[src/rtl/packet_arbiter_pkg.sv]
// Shared definitions for the packet arbiter and related stream muxes: FSM
// state encoding and a one-hot to binary index helper.
package packet_arbiter_pkg;

    localparam int MAX_SOURCES = 16;

    typedef enum logic {
        ST_IDLE = 1'b0,
        ST_BUSY = 1'b1
    } state_t;

    // Lowest set bit wins if more than one bit is set.
    function automatic logic [3:0] onehot_to_index(input logic [MAX_SOURCES-1:0] onehot);
        logic [3:0] index;
        index = '0;
        for (int i = MAX_SOURCES - 1; i >= 0; i--) begin
            if (onehot[i]) begin
                index = 4'(i);
            end
        end
        return index;
    endfunction

endpackage

[src/rtl/packet_arbiter_if.sv]
// Stream bundle between N sources, the arbiter and one packet FIFO write port.
// master: arbiter view; slave: sources/FIFO view.
interface packet_arbiter_if #(
    parameter int NUM   = 4,
    parameter int WIDTH = 8
);
    logic [NUM-1:0]       s_valid_i;
    logic [NUM-1:0]       s_ready_o;
    logic [NUM-1:0]       s_last_i;
    logic [NUM-1:0]       s_drop_i;
    logic [NUM*WIDTH-1:0] s_data_i;
    logic                 m_valid_o;
    logic                 m_ready_i;
    logic                 m_last_o;
    logic                 m_drop_o;
    logic [WIDTH-1:0]     m_data_o;

    modport master (
        input  s_valid_i, s_last_i, s_drop_i, s_data_i, m_ready_i,
        output s_ready_o, m_valid_o, m_last_o, m_drop_o, m_data_o
    );

    modport slave (
        output s_valid_i, s_last_i, s_drop_i, s_data_i, m_ready_i,
        input  s_ready_o, m_valid_o, m_last_o, m_drop_o, m_data_o
    );
endinterface

[src/rtl/packet_arbiter_rr_arbiter_pick.sv]
// Combinational round-robin pick: first requester at or after the pointer,
// searching cyclically. Returns one-hot grant and its binary index.
module rr_arbiter_pick
    import packet_arbiter_pkg::*;
#(
    parameter int NUM = 4,
    parameter int IW  = $clog2(NUM)
) (
    input  logic [NUM-1:0] req,
    input  logic [IW-1:0]  ptr,
    output logic [NUM-1:0] grant,
    output logic [IW-1:0]  index
);

    int            cand;
    logic [IW-1:0] cand_idx;
    logic          found;

    always_comb begin
        grant    = '0;
        cand     = 0;
        cand_idx = '0;
        found    = 1'b0;
        for (int i = 0; i < NUM; i++) begin
            cand     = (int'(ptr) + i) % NUM;
            cand_idx = IW'(cand);
            if (!found && req[cand_idx]) begin
                found           = 1'b1;
                grant[cand_idx] = 1'b1;
            end
        end
    end

    assign index = IW'(onehot_to_index(MAX_SOURCES'(grant)));

endmodule

[src/rtl/packet_arbiter.sv]
// Packet-granular round-robin arbiter feeding one packet FIFO write port.
// Optional mid-packet stall timeout: define PACKET_ARBITER_TIMEOUT_EN.
module packet_arbiter
    import packet_arbiter_pkg::*;
#(
    parameter int NUM     = 4,
    parameter int WIDTH   = 8,
    parameter int CBITS   = 16,
    parameter int TIMEOUT = 255
) (
    input  logic              clock,
    input  logic              reset,
    packet_arbiter_if.master  bus,
    output logic [NUM-1:0]    grant_o,
    output logic              busy_o,
    output logic [CBITS-1:0]  pkt_count_o
);

    localparam int IW = $clog2(NUM);

    state_t           state_reg, state_next;
    logic [NUM-1:0]   grant_reg, grant_next;
    logic [IW-1:0]    gidx_reg, gidx_next;
    logic [IW-1:0]    ptr_reg, ptr_next, ptr_after;
    logic [CBITS-1:0] count_reg, count_next;

    logic [NUM-1:0]   pick_grant;
    logic [IW-1:0]    pick_idx;
    logic [WIDTH-1:0] data_arr [NUM];

    logic busy, g_valid, g_last, g_drop, xfer, timeout_hit, release_drop, done_last;

    generate
        for (genvar gi = 0; gi < NUM; gi++) begin : g_unpack
            assign data_arr[gi] = bus.s_data_i[gi*WIDTH +: WIDTH];
        end
    endgenerate

    rr_arbiter_pick #(.NUM(NUM), .IW(IW)) u_pick (
        .req   (bus.s_valid_i),
        .ptr   (ptr_reg),
        .grant (pick_grant),
        .index (pick_idx)
    );

    assign busy         = (state_reg == ST_BUSY);
    assign g_valid      = busy & bus.s_valid_i[gidx_reg];
    assign g_last       = busy & bus.s_last_i[gidx_reg];
    assign g_drop       = busy & bus.s_drop_i[gidx_reg];
    assign xfer         = g_valid & bus.m_ready_i;
    assign release_drop = g_drop | timeout_hit;
    // A drop on the same cycle as the last beat aborts the packet instead.
    assign done_last    = xfer & g_last & ~release_drop;
    assign ptr_after    = (gidx_reg == IW'(NUM - 1)) ? '0 : gidx_reg + 1'b1;

`ifdef PACKET_ARBITER_TIMEOUT_EN
    localparam int SW = $clog2(TIMEOUT + 1);
    logic [SW-1:0] stall_reg, stall_next;

    assign timeout_hit = busy & ~g_valid & (stall_reg == SW'(TIMEOUT - 1));

    always_comb begin
        stall_next = '0;
        if (busy && !g_valid && !timeout_hit) begin
            stall_next = stall_reg + 1'b1;
        end
    end

    always_ff @(posedge clock) begin
        if (reset) begin
            stall_reg <= '0;
        end else begin
            stall_reg <= stall_next;
        end
    end
`else
    assign timeout_hit = 1'b0;
`endif

    always_comb begin
        state_next = state_reg;
        grant_next = grant_reg;
        gidx_next  = gidx_reg;
        ptr_next   = ptr_reg;
        count_next = count_reg;
        case (state_reg)
            ST_IDLE: begin
                if (|bus.s_valid_i) begin
                    state_next = ST_BUSY;
                    grant_next = pick_grant;
                    gidx_next  = pick_idx;
                end
            end
            ST_BUSY: begin
                if (release_drop || done_last) begin
                    state_next = ST_IDLE;
                    grant_next = '0;
                    ptr_next   = ptr_after;
                    if (done_last) begin
                        count_next = count_reg + 1'b1;
                    end
                end
            end
            default: begin
                state_next = ST_IDLE;
                grant_next = '0;
            end
        endcase
    end

    always_ff @(posedge clock) begin
        if (reset) begin
            state_reg <= ST_IDLE;
            grant_reg <= '0;
            gidx_reg  <= '0;
            ptr_reg   <= '0;
            count_reg <= '0;
        end else begin
            state_reg <= state_next;
            grant_reg <= grant_next;
            gidx_reg  <= gidx_next;
            ptr_reg   <= ptr_next;
            count_reg <= count_next;
        end
    end

    assign bus.m_valid_o = g_valid;
    assign bus.m_last_o  = g_last & ~release_drop;
    assign bus.m_drop_o  = release_drop;
    assign bus.m_data_o  = busy ? data_arr[gidx_reg] : '0;
    assign bus.s_ready_o = busy ? (grant_reg & {NUM{bus.m_ready_i}}) : '0;

    assign grant_o     = grant_reg;
    assign busy_o      = busy;
    assign pkt_count_o = count_reg;

endmodule

[src/flat_wrapper.sv]
// flat-port wrapper written by rule: the top's interface ports become plain ports
module packet_arbiter_flat import packet_arbiter_pkg::*;
#(
    parameter int NUM     = 4,
    parameter int WIDTH   = 8,
    parameter int CBITS   = 16,
    parameter int TIMEOUT = 255
)
  (clock, reset, grant_o, busy_o, pkt_count_o, bus_s_valid_i, bus_s_last_i, bus_s_drop_i, bus_s_data_i, bus_m_ready_i, bus_s_ready_o, bus_m_valid_o, bus_m_last_o, bus_m_drop_o, bus_m_data_o);
  packet_arbiter_if #(.NUM(NUM), .WIDTH(WIDTH)) bus_i ();
  input  logic clock;
  input  logic reset;
  output logic [NUM-1:0] grant_o;
  output logic busy_o;
  output logic [CBITS-1:0] pkt_count_o;
  input wire logic [$bits(bus_i.s_valid_i)-1:0] bus_s_valid_i;
  input wire logic [$bits(bus_i.s_last_i)-1:0] bus_s_last_i;
  input wire logic [$bits(bus_i.s_drop_i)-1:0] bus_s_drop_i;
  input wire logic [$bits(bus_i.s_data_i)-1:0] bus_s_data_i;
  input wire logic [$bits(bus_i.m_ready_i)-1:0] bus_m_ready_i;
  output wire logic [$bits(bus_i.s_ready_o)-1:0] bus_s_ready_o;
  output wire logic [$bits(bus_i.m_valid_o)-1:0] bus_m_valid_o;
  output wire logic [$bits(bus_i.m_last_o)-1:0] bus_m_last_o;
  output wire logic [$bits(bus_i.m_drop_o)-1:0] bus_m_drop_o;
  output wire logic [$bits(bus_i.m_data_o)-1:0] bus_m_data_o;
  assign bus_i.s_valid_i = bus_s_valid_i;
  assign bus_i.s_last_i = bus_s_last_i;
  assign bus_i.s_drop_i = bus_s_drop_i;
  assign bus_i.s_data_i = bus_s_data_i;
  assign bus_i.m_ready_i = bus_m_ready_i;
  assign bus_s_ready_o = bus_i.s_ready_o;
  assign bus_m_valid_o = bus_i.m_valid_o;
  assign bus_m_last_o = bus_i.m_last_o;
  assign bus_m_drop_o = bus_i.m_drop_o;
  assign bus_m_data_o = bus_i.m_data_o;
  packet_arbiter #(.NUM(NUM), .WIDTH(WIDTH), .CBITS(CBITS), .TIMEOUT(TIMEOUT)) u_core (.clock(clock), .reset(reset), .bus(bus_i), .grant_o(grant_o), .busy_o(busy_o), .pkt_count_o(pkt_count_o));
endmodule
[config.mk]
export PLATFORM = sky130hd
export DESIGN_NAME = packet_arbiter_flat
export DESIGN_NICKNAME = d
export VERILOG_FILES = /design/src/rtl/packet_arbiter_pkg.sv /design/src/rtl/packet_arbiter_if.sv /design/src/rtl/packet_arbiter_rr_arbiter_pick.sv /design/src/rtl/packet_arbiter.sv /design/src/flat_wrapper.sv
export SDC_FILE = /design/constraint.sdc
export NUM_CORES = 1
export LEC_CHECK = 0
export CAP_MARGIN = 20
export CORE_MARGIN = 3
export CORE_UTILIZATION = 38
export CTS_CLUSTER_DIAMETER = 30
export DETAILED_ROUTE_END_ITERATION = 12
export PLACE_DENSITY = 0.87
export SYNTH_ARGS = -nofsm -noshare
export SYNTH_HDL_FRONTEND = slang
export SYNTH_SLANG_ARGS = --single-unit
[constraint.sdc]
create_clock -name clock -period 3.1 [get_ports clock]
set_input_delay 0.31 -clock clock [delete_from_list [all_inputs] [get_ports clock]]
set_output_delay 0.31 -clock clock [all_outputs]
set_load 0.005 [all_outputs]
* Word level (Yosys, flattened, before mapping)
Index checks and enable logic that the tools add are counted.
Word-level totals: bits in registers 25, output and inout bits 36, logic and storage cells 98, input port bits 47
Cells by class: mux-type cells 45, bitwise logic cells 14, add/subtract/negate cells 5, equal/unequal tests 3, $lt $le $gt $ge 10, reductions and logical operators 16
Operator list (count):
- $mux W4 | 7
- $mux W8 | 3
- $add A16 B1 Y16 const B | 1
- $bmux W8 S2 | 1
- $mux W1 | 16
- $lt A2 B3 Y1 const B | 5
- $bmux W1 S2 | 7
- $or A4 B4 Y4 | 3
- $mux W2 | 5
- $demux W1 S2 | 4
- $ge A2 B1 Y1 const B | 4
- $pmux W4 S2 | 1
- $and A1 B1 Y1 | 7
- $logic_and A1 B1 Y1 | 7
- $reduce_and A2 Y1 | 3
- $add A2 B1 Y2 const B | 2
- $add A2 B2 Y2 const B | 2
- $and A4 B4 Y4 | 1
- $reduce_or A4 Y1 | 1
- $ge A3 B3 Y1 const B | 1
- $logic_not A1 Y1 | 3
- $not A2 Y3 | 1
- $reduce_and A3 Y1 | 1
- $eq A2 B2 Y1 const B | 1
- other kinds (5) | 6

* Longest topological paths before layout
word-level depth 16, mapped depth 8, mapped depth without buffers 8

* Hierarchy
From an unflattened synthesis, not the netlist that was laid out.
Unflattened totals: cell total of the unflattened synthesis 208, area, all modules 1953.1 um^2
Modules (own cells, without submodules):
- packet_arbiter | times used 1, area an instance 1605.3 um^2, cells an instance 174, seq. area each 500.5 um^2
- rr_arbiter_pick | times used 1, area an instance 347.8 um^2, cells an instance 34, seq. area each 0.0 um^2

* Worst setup path before layout
OpenSTA, ideal clock, no wires.
path type reg2reg, from register u_core.ptr_reg[0], to register u_core.gidx_reg[1], library setup time 0.132 ns, path buffers 0, required time 2.968 ns, arrival 2.245 ns, period minus slack after synthesis 2.377 ns, cell stages (with the launch flop) 9, setup slack 0.723 ns, path through dfxtp_1 > inv_1 > ha_1 > mux4_2 > nand2b_1 > o21ai_0 > a221o_2 > o2111ai_1 > a21oi_1
On the way: cells in the longest elaborated chain, start to end 16, elaborated cells between the ends (all ways) 51, those cells by class add/sub: 3; order compare: 8; mux: 27; bitwise: 3; reduce/logical: 10
Ends and longest elaborated chain:
- from (decl) | RTL line packet_arbiter.sv:24 | logic [IW-1:0] ptr_reg, ptr_next, ptr_after;
- from (signal assigned) | RTL line packet_arbiter.sv:122 | ptr_reg <= ptr_next;
- parallel branches: the longest is 11 deep, another holds $lt A2 B3 Y1
- $mux W4 * | RTL line packet_arbiter_rr_arbiter_pick.sv:27 | if (!found && req[cand_idx]) begin
- $mux W2 (3 in series) | RTL line packet_arbiter_pkg.sv:17 | if (onehot[i]) begin
- $mux W2 * | RTL line packet_arbiter_pkg.sv:17
- to (signal assigned) | RTL line packet_arbiter.sv:121 | gidx_reg <= gidx_next;
- to (decl) | RTL line packet_arbiter.sv:23 | logic [IW-1:0] gidx_reg, gidx_next;
Mark *: on every way between the ends. The select of a mux whose other input is x is not followed. A chain may end at the register's enable or synchronous reset.

* Worst setup path in the final report
from register u_core.ptr_reg[0], to register u_core.gidx_reg[0]
Same word-level chain as after synthesis.

==> out/metrics.cfg <==
[grt]
grt_pass1_wl_mm=7.652
grtUsageTotal_pct=17.44
grt_overflow_total=0
grt_max_degree=21
first_global_vias=1725
antenna_found_initial=0

[synth]
synth_area_um2=1793
yosysMostFrequentCell=dfxtp_1
seq_area_frac_synth_pct=27.91
synthTopCellsByCount=dfxtp_1, nor2_1, nand2_1
ys_seq_elements=25
yosysTopAreaCell=dfxtp_1
yosys-top-cells-area=dfxtp_1, mux4_2, ha_1
yosysWarnings=0
yosys.cell_types.count=44
synth_top_cell_area_share_pct=27.91
synthCells=191
async_reset_ff_share_pct=0
syn_avg_cell_area_um2=9.387
synth-edff-count=0
synth_nets=246
synth_flop_cell=dfxtp_1

[status]
status=finished clean

[pwr]
p_clk_share_pct=22.9
combPwrFrac_pct=34.4
p_switching_uw=228.8
power.internal_uw=597.1
ir_drop_mv=0.2701
switching_share_pct=27.71
cellPowerDensity_nw_per_um2=305.0
power.total_uw=825.9
p_seq_share_pct=42.7
p_leak_nw=0.9995

[worst_hold_path]
hold_class=reg -> reg

[placed_design]
hpwl_mm=3.981
gp_congestion=0.8274
io_buffers=82

[die]
start_util_pct=40.34
fp-row-count=24
dieArea_um2=5579
die_y_um=74.69
die_x_um=74.69
coreArea_um2=4444
ios=83

[clock_network]
clock_sinks=25
insertion_delay_ns=0.27
clockBufferDepth=2
root_buffer=clkbuf_8
cts_hold_buf=0
clkSlewWorstSetupHoldPaths_ns=0.08
post-cts-setup-buffer-count=0
cts_buffers=3
h-tree-depth=1
cts_tree=built
ctsResizeCount=0

[detailed_routing]
routed_wl_mm=4.887
vias=1780
detail-route-antenna-nets=0
drcViolationCount=0
drt_first_pass_iters=4
vias_per_cell=5.494
wl_per_cell_um=15.08
drt_iter0_markers=93

[critical_path]
arrival_ns=2.81
path_cells=inv_1 -> ha_1 -> mux4_2 -> nand2b_1 -> o21ai_0 -> a221oi_1 -> a21boi_0 -> o31ai_1
cp_data_required_time_ns=3.24
end_kind=register
critPathSlowestCell=mux4_2
critPathBufInv=1
worstSetupStartpointType=register
worst-path-max-fanout=9
slowest_delay_ns=0.55
path_delay_family=compound AO/OA/AOI/OAI gates
critPathKind=reg -> reg

[sta]
hold_viol=0
finalCritPeriodShare_pct=86.11
rsz0062_at_grt=no
fmax_mhz=374.6
final.min_clock_period_ns=2.669
setup_tns_ns=0
skew_ns=0.005385
setup_viol=0
drv_slew=0
max-slew-margin-rel_pct=57.56
tightest_slew_ns=0.6347

[flow_run]
cap_violations=0

[layout]
area_growth_pct=51.01
drive_above_1_share_pct=9.559
nets=328
largest_reg_flops=16
multi_input_area_um2=1226
seqCellArea_um2=500.5
finish.utilization_pct=60.92
nFillCells=384
diodes=0

## layout by cell type, fill, tap and decap left out, drive strengths merged, types with 2 or more instances in the layout
cell	count
a21oi	8
clkdlybuf4s50	82
o31ai	2
ha	8
o21ai	7
and3	8
xnor2	4
nor3	3
clkbuf	3
a221oi	3
or3	2
a221o	2
nand3b	3
nand3	6
buf	3
nand2b	5
and2	11
mux2i	2
inv	7
nand4	4
nand2	15
xor2	9
nor2	19
and4	3
mux4	14
dfxtp	25
## tightest hold or removal path, stage by stage, from the launching register on
cell     delay (ns)
dfxtp_1        0.33
nand3_1        0.07
a21oi_1        0.06
## through the flow
step	instance area [um2]	setup slack, ns	hold WS, ns	std cells
global route	2708	0.1624	0.5236	324
CTS	2708	0.4228	0.4990	324
finish	2708	0.4307	0.4946	324
global placement	2661	0.5857	0.4736	320
detailed placement	2661	0.4216	0.4867	320
floorplan	1793	0.7229	0.4727	191
## power by group through the flow
stage | Sequential, mW | Clock, mW | Combinational (mW)
after floorplan | 0.354 | 0 | 0.153
after CTS | 0.353 | 0.197 | 0.285
final | 0.353 | 0.189 | 0.284
after global placement | 0.360 | 0 | 0.274
after detailed placement | 0.361 | 0 | 0.284
after global routing | 0.357 | 0.209 | 0.310
## worst paths after layout
kind / startpoint / endpoint / slack (ns) / cells after the start
setup / recovery: u_core.ptr_reg[0]$_SDFFE_PP0P_ / u_core.gidx_reg[0]$_SDFFE_PP0P_ / 0.43 / 8
hold / removal: u_core.grant_o[0]$_SDFFE_PP0P_ / u_core.grant_o[0]$_SDFFE_PP0P_ / 0.49 / 2
setup reg to reg: u_core.ptr_reg[0]$_SDFFE_PP0P_ / u_core.gidx_reg[0]$_SDFFE_PP0P_ / 0.43 / 8
hold reg to reg: u_core.grant_o[0]$_SDFFE_PP0P_ / u_core.grant_o[0]$_SDFFE_PP0P_ / 0.49 / 2
## routing by layer
layer | track usage (%) | vias up | routed length, um
met2 | 34.73 | 74 | 2587
met3 | 3.872 | 6 | 353
li1 | - | 863 | -
met4 | 3.953 | 0 | 53
met5 | 0 | - | 0
met1 | 18.39 | 837 | 1892
## layout make-up
| class | instances | share of cell area, % |
|---|---|---|
| Multi-Input combinational cell | 151 | 45.29 |
| Tap cell | 52 | 2.403 |
| Clock inverter | 1 | 0.1848 |
| Timing Repair Buffer | 85 | 31.15 |
| Clock buffer | 3 | 1.525 |
| Sequential cell | 25 | 18.48 |
| Inverter | 7 | 0.9704 |
## cell families (layout without fill, tap and decap cells)
group | after synthesis | after routing | synth area share (%)
flip-flops | 25 | 25 | 27.91
AND/OR/NAND/NOR | 87 | 87 | 27.36
XOR/XNOR | 13 | 13 | 6.350
adder cells (fa/ha/maj) | 8 | 8 | 5.583
multiplexers | 16 | 16 | 18.91
buffers and inverters | 15 | 96 | 3.698
AO/OA/AOI/OAI | 27 | 27 | 10.19
(Power assumes the default switching activity.)
